--- config.mk ---
export PLATFORM = sky130hd
export DESIGN_NAME = instr_parcel_queue
export DESIGN_NICKNAME = d
export VERILOG_FILES = /design/src/rtl/instr_parcel_queue.sv
export SDC_FILE = /design/constraint.sdc
export NUM_CORES = 2
export LEC_CHECK = 0
export CORE_UTILIZATION = 53
export CTS_CLUSTER_SIZE = 16
export DETAILED_ROUTE_END_ITERATION = 7
export GPL_ROUTABILITY_DRIVEN = 0
export PLACE_DENSITY_LB_ADDON = 0.1
export SYNTH_ARGS = -nofsm -noshare
export SYNTH_HDL_FRONTEND = slang
export SYNTH_SLANG_ARGS = --single-unit
--- constraint.sdc ---
create_clock -name i_clk -period 14.4 [get_ports i_clk]
set_input_delay 2.88 -clock i_clk [delete_from_list [all_inputs] [get_ports i_clk]]
set_output_delay 2.88 -clock i_clk [all_outputs]
set_load 0.005 [all_outputs]
--- src/rtl/instr_parcel_queue.sv ---
// Instruction parcel queue: buffers fetched 16-bit parcels and presents
// whole (compressed or 32-bit) instructions to the decoder.
module instr_parcel_queue #(
  parameter int RISCV_ARCH  = 64,
  parameter int FETCH_W     = 4,
  parameter int DEPTH       = 16,
  parameter int async_reset = 0
) (
  input  logic                     i_clk,
  input  logic                     i_nrst,
  input  logic                     i_flush_pipeline,
  input  logic                     i_f_valid,
  output logic                     o_f_ready,
  input  logic [RISCV_ARCH-1:0]    i_f_pc,
  input  logic [16*FETCH_W-1:0]    i_f_data,
  input  logic                     i_f_load_fault,
  input  logic                     i_f_page_fault_x,
  output logic                     o_valid,
  input  logic                     i_ready,
  output logic [RISCV_ARCH-1:0]    o_pc,
  output logic [31:0]              o_instr,
  output logic                     o_compressed,
  output logic                     o_instr_load_fault,
  output logic                     o_instr_page_fault_x,
  output logic [$clog2(DEPTH):0]   o_count
);

  localparam int AW = $clog2(DEPTH);
  localparam int CW = AW + 1;

  logic [15:0]           r_parcel [DEPTH];
  logic [RISCV_ARCH-1:0] r_pc     [DEPTH];
  logic                  r_lf     [DEPTH];
  logic                  r_pf     [DEPTH];
  logic [AW-1:0]         r_rd_ptr;
  logic [AW-1:0]         r_wr_ptr;
  logic [CW-1:0]         r_count;
  logic [RISCV_ARCH-1:0] r_exp_pc;

  logic [AW-1:0]         w_rd1;
  logic [15:0]           w_head;
  logic [15:0]           w_nxt;
  logic                  w_empty;
  logic                  w_head_c;
  logic                  w_head_flt;
  logic                  w_wide;
  logic                  w_push;
  logic                  w_disc;
  logic                  w_pop;
  logic [CW-1:0]         w_pop_n;
  logic [AW-1:0]         w_base;
  logic [AW-1:0]         w_widx [FETCH_W];
  logic [RISCV_ARCH-1:0] w_wpc  [FETCH_W];
  logic                  w_unused;

  assign w_unused = (async_reset != 0);

  assign w_rd1      = r_rd_ptr + AW'(1);
  assign w_head     = r_parcel[r_rd_ptr];
  assign w_nxt      = r_parcel[w_rd1];
  assign w_empty    = (r_count == '0);
  assign w_head_c   = (w_head[1:0] != 2'b11);
  assign w_head_flt = r_lf[r_rd_ptr] | r_pf[r_rd_ptr];
  // A faulted 32-bit head is issued alone so the fault reaches decode early
  assign w_wide     = !w_empty & !w_head_c & !w_head_flt;

  assign o_valid   = !w_empty &
                     (w_head_c | w_head_flt | (r_count >= CW'(2)));
  assign o_f_ready = (r_count <= CW'(DEPTH - FETCH_W));
  assign o_count   = r_count;
  assign o_pc      = r_pc[r_rd_ptr];
  assign o_instr   = w_wide ? {w_nxt, w_head} : {16'h0, w_head};
  assign o_compressed = w_empty | w_head_c;
  assign o_instr_load_fault   = r_lf[r_rd_ptr] | (w_wide & r_lf[w_rd1]);
  assign o_instr_page_fault_x = r_pf[r_rd_ptr] | (w_wide & r_pf[w_rd1]);

  assign w_push  = i_f_valid & o_f_ready;
  assign w_disc  = w_push & !w_empty & (i_f_pc != r_exp_pc);
  assign w_pop   = o_valid & i_ready & !w_disc;
  assign w_pop_n = !w_pop ? CW'(0) : (w_wide ? CW'(2) : CW'(1));
  assign w_base  = w_disc ? '0 : r_wr_ptr;

  always_comb begin
    for (int k = 0; k < FETCH_W; k++) begin
      w_widx[k] = w_base + AW'(k);
      w_wpc[k]  = i_f_pc + RISCV_ARCH'(2 * k);
    end
  end

  always_ff @(posedge i_clk) begin
    if (!i_nrst) begin
      for (int i = 0; i < DEPTH; i++) begin
        r_parcel[i] <= 16'hFFFF;
        r_pc[i]     <= '1;
        r_lf[i]     <= 1'b0;
        r_pf[i]     <= 1'b0;
      end
      r_rd_ptr <= '0;
      r_wr_ptr <= '0;
      r_count  <= '0;
      r_exp_pc <= '1;
    end else if (i_flush_pipeline) begin
      r_rd_ptr <= '0;
      r_wr_ptr <= '0;
      r_count  <= '0;
      r_exp_pc <= '1;
    end else begin
      if (w_push) begin
        for (int k = 0; k < FETCH_W; k++) begin
          r_parcel[w_widx[k]] <= i_f_data[16*k +: 16];
          r_pc[w_widx[k]]     <= w_wpc[k];
          r_lf[w_widx[k]]     <= i_f_load_fault;
          r_pf[w_widx[k]]     <= i_f_page_fault_x;
        end
        r_exp_pc <= i_f_pc + RISCV_ARCH'(2 * FETCH_W);
      end
      if (w_disc) begin
        r_rd_ptr <= '0;
        r_wr_ptr <= AW'(FETCH_W);
        r_count  <= CW'(FETCH_W);
      end else begin
        r_rd_ptr <= r_rd_ptr + w_pop_n[AW-1:0];
        r_wr_ptr <= w_push ? r_wr_ptr + AW'(FETCH_W) : r_wr_ptr;
        r_count  <= r_count + (w_push ? CW'(FETCH_W) : CW'(0))
                    - w_pop_n;
      end
    end
  end

endmodule

==> key figures <==
Critical path
  • R2r startpoint: r_rd_ptr[0]
  • CP Data Arrival Time: 5.76 ns
  • Reg-to-reg critical path endpoint: o_count[2]
  • Critical Path End: o_instr[31]
  • Crit path kind: register to primary output
  • Worst reg2reg path depth: 14
  • Worst reg2reg setup slack: 8.76 ns
  • Crit-path max cell delay: 0.75 ns
  • CP Capture Type: primary output
  • Worst-path fanout max: 52
  • Worst Setup Start Kind: register
  • Worst path most repeated cell: buf_4
  • Crit-path cells: buf_4 > buf_4 > mux4_2 > mux2i_1 > or3_1 > a211oi_2 > nand2b_1 > buf_4 > a211oi_1 > clkdlybuf4s50_1
  • Worst setup path startpoint: r_rd_ptr[0]
  • Highest-delay cell along the critical path: buf_4
  • WP data required: 11.52 ns

Timing
  • Max-slew violations: 0
  • RSZ-0062 raised after global routing: no
  • Fmax: 116 MHz
  • # setup viols final: 0
  • Worst slew pin tran: 1.28 ns
  • Setup_tns: 0 ns
  • Fin crit share: 60.0%
  • Setup WS post-layout: 5.76 ns
  • Max-slew headroom: 13.8%
  • Clock skew: 0.0242 ns
  • Minimum clock period: 8.64 ns
  • Final hold vios: 0

Global routing
  • Antenna violations before repair: 24
  • Pin count of the biggest net entering global routing: 210
  • First-pass GRT wire length: 254 mm
  • Tot GR Track Use: 27.2%
  • Grt total ovfl: 0
  • Number of global-route vias before repair: 38.9k

Clock tree
  • Clk sinks: 1367
  • Resize count post-CTS: 0
  • Clock tree buffer depth: 3
  • Clock transition at path regs: 0.06 ns
  • Hold buffer count at CTS: 0
  • Setup bufs post-CTS: 0
  • Num CTS Buffers: 148
  • CTS tree: yes
  • # H-tree levels: 4
  • Clock Latency Late Sink: 0.77 ns
  • Clock tree root buffer cell: clkbuf_16

Place
  • PortBufs: 240
  • Placed insts: 6108
  • HPWL after DPL: 104 mm
  • Setup WS pre-CTS: 5.90 ns

Synthesis
  • Synth Cell Area: 0.0659 mm^2
  • EDFF count, synth: 1260
  • Proportion of synthesized chip area in sequential cells: 60.7%
  • Cell variety after synth: 61
  • Main synth FF type: edfxtp_1
  • Fraction of registers with async set/reset: 0%
  • Syn Area/Cell: 14.5 um^2
  • Synth Register Bits: 1367
  • Syn. warnings: 0
  • Post-Syn Instances: 4536
  • Synth Net Count: 4690

Floorplanning
  • Die Ht: 355 um
  • Die area: 0.126 mm^2
  • Row count: 128
  • Die Width: 355 um
  • Core footprint: 0.123 mm^2
  • # IOs: 241
  • Initial Utilization: 53.8%

Power and ir drop
  • P_leak: 17.7 nW
  • Max rail drop VDD: 0.114 mV
  • Cell Pwr Density: 125 mW/mm^2

Hold path
  • Hold Crit Class: register to register
  • Worst Hold Depth: 2

Status
  • Status: finished, final reports clean

Layout
  • Nets: 4787
  • Layout cells sized above 1: 17.0%
  • Post-layout util: 60.3%
  • Final Instance Count excl. Fillers: 6384
  • Synthesis-to-layout area growth: 12.1%

Detailed routing
  • DRC: 0
  • Remaining antenna violation count after routing: 0
  • Vias: 38.5k
  • Vias per cell: 6.03
  • Total wire length: 169 mm
  • DR iter-0 viols: 3937
  • WL/cell: 26.4 um
  • Total iterations of the first detailed-routing run: 6

Job
  • Max-cap violations: 0
[critical path: cells and delay by family, from the launching register on]
kind            cells  cell delay, ns
compound gates      2            0.87
simple gates        2            0.66
mux                 2            0.43
buf+inv             4            2.29
flops               1            0.72
[area by class of cell]
class                   instances  area (um^2)
inverters                      22          108
clock buffers                 199         4040
clock inverters                75          707
multi-input cells            2773        23800
well taps                    1625         2030
repair buffers                321         3110
diodes                          2         5.00
fillers                      9479        48700
flip-flops and latches       1367        40000
[worst min path at each step]
stage | from | end
after floorplan | r_lf[2] | r_lf[2]
after global placement | r_lf[2] | r_lf[2]
after detailed placement | r_lf[2] | r_lf[2]
after CTS | r_lf[2] | r_lf[2]
after global routing | r_pf[2] | r_pf[2]
final | r_lf[2] | r_lf[2]
[logic make-up after synthesis]
group	after synthesis	synth area share, %
simple gates	1795	13.2
flops	1367	60.7
mux	504	16.6
buf+inv	396	3.25
xor+xnor	309	4.12
compound gates	146	1.76
fa+ha+maj	19	0.384
[placed cells by master (no fill, tap or decap), types with 9 or more instances in the layout]
| cell type | netlist | layout |
|---|---|---|
| a211oi_2 | 9 | 9 |
| a21oi_1 | 16 | 16 |
| nand4_1 | 50 | 50 |
| nor3_1 | 47 | 47 |
| bufinv_16 | 0 | 12 |
| nand2_1 | 939 | 939 |
| xor2_1 | 110 | 108 |
| and3_1 | 15 | 15 |
| xnor2_1 | 198 | 198 |
| inv_1 | 20 | 17 |
| mux2i_1 | 28 | 28 |
| nand3_1 | 45 | 45 |
| clkinv_1 | 1 | 30 |
| ha_1 | 17 | 15 |
| buf_4 | 41 | 73 |
| edfxtp_1 | 1260 | 1260 |
| a22o_1 | 24 | 24 |
| mux4_2 | 471 | 471 |
| clkbuf_16 | 0 | 154 |
| nand2b_1 | 510 | 509 |
| nor2_1 | 104 | 104 |
| clkinv_2 | 0 | 25 |
| dfxtp_1 | 107 | 103 |
| clkbuf_1 | 156 | 43 |
| nor2b_1 | 28 | 27 |
| a211oi_1 | 24 | 24 |
| o211ai_1 | 52 | 52 |
| clkdlybuf4s50_1 | 0 | 239 |
[layer usage]
layer	GRT usage [%]	wire [um]	part of all wire (%)	vias to the layer above
met3	5.62	12800	7.6	271
met4	8.21	4060	2.4	40
li1	-	-	-	16900
met5	0	274	0.16	-
met1	38.1	70500	42	19900
met2	43.2	81100	48	1392
[cells in the mapped netlist (all sizes together), types with 3 or more instances]
library cell,instances,area (um^2)
nand2b,510,3190
xor2,110,963
and4,6,52.6
nor2b,28,175
o21ai,5,25.0
or4,3,26.3
a21oi,16,80.1
nor4,16,176
dfxtp,107,2140
a21o,3,22.5
and3,15,93.8
mux2,5,56.3
inv,21,78.8
edfxtp,1260,37800
nand3,46,235
and2,10,62.6
nand2,939,3520
o211ai,52,390
nor3,49,255
nor2,106,417
or3,6,37.5
ha,17,213
nand4,55,384
mux2i,28,280
a22o,24,210
a211oi,36,353
mux4,471,10600
xnor2,199,1750
buf,218,1470
clkbuf,156,586
[state kept, by name (all words and copies together), names as in the netlist]
signal and flops:
r_wr_ptr 2, o_count 5, r_pf 16, r_lf 16, r_pc 1004, r_parcel 256, r_exp_pc 64, r_rd_ptr 4
[report_power, final]
group / total (mW) / switching, mW / internal [mW]
Combinational: 1.01 / 0.616 / 0.396
Clock: 3.75 / 1.57 / 2.19
Sequential: 4.47 / 0.0403 / 4.43
[stage by stage]
stage	area, um^2	hold slack (ns)	power [mW]
floorplan	65900	0.441	5.22
global placement	69100	0.453	5.56
detailed placement	69100	0.471	5.57
CTS	73800	0.476	9.31
global route	73800	0.495	9.53
finish	73800	0.472	9.24
No activity file was read; power rests on OpenSTA's default activity.
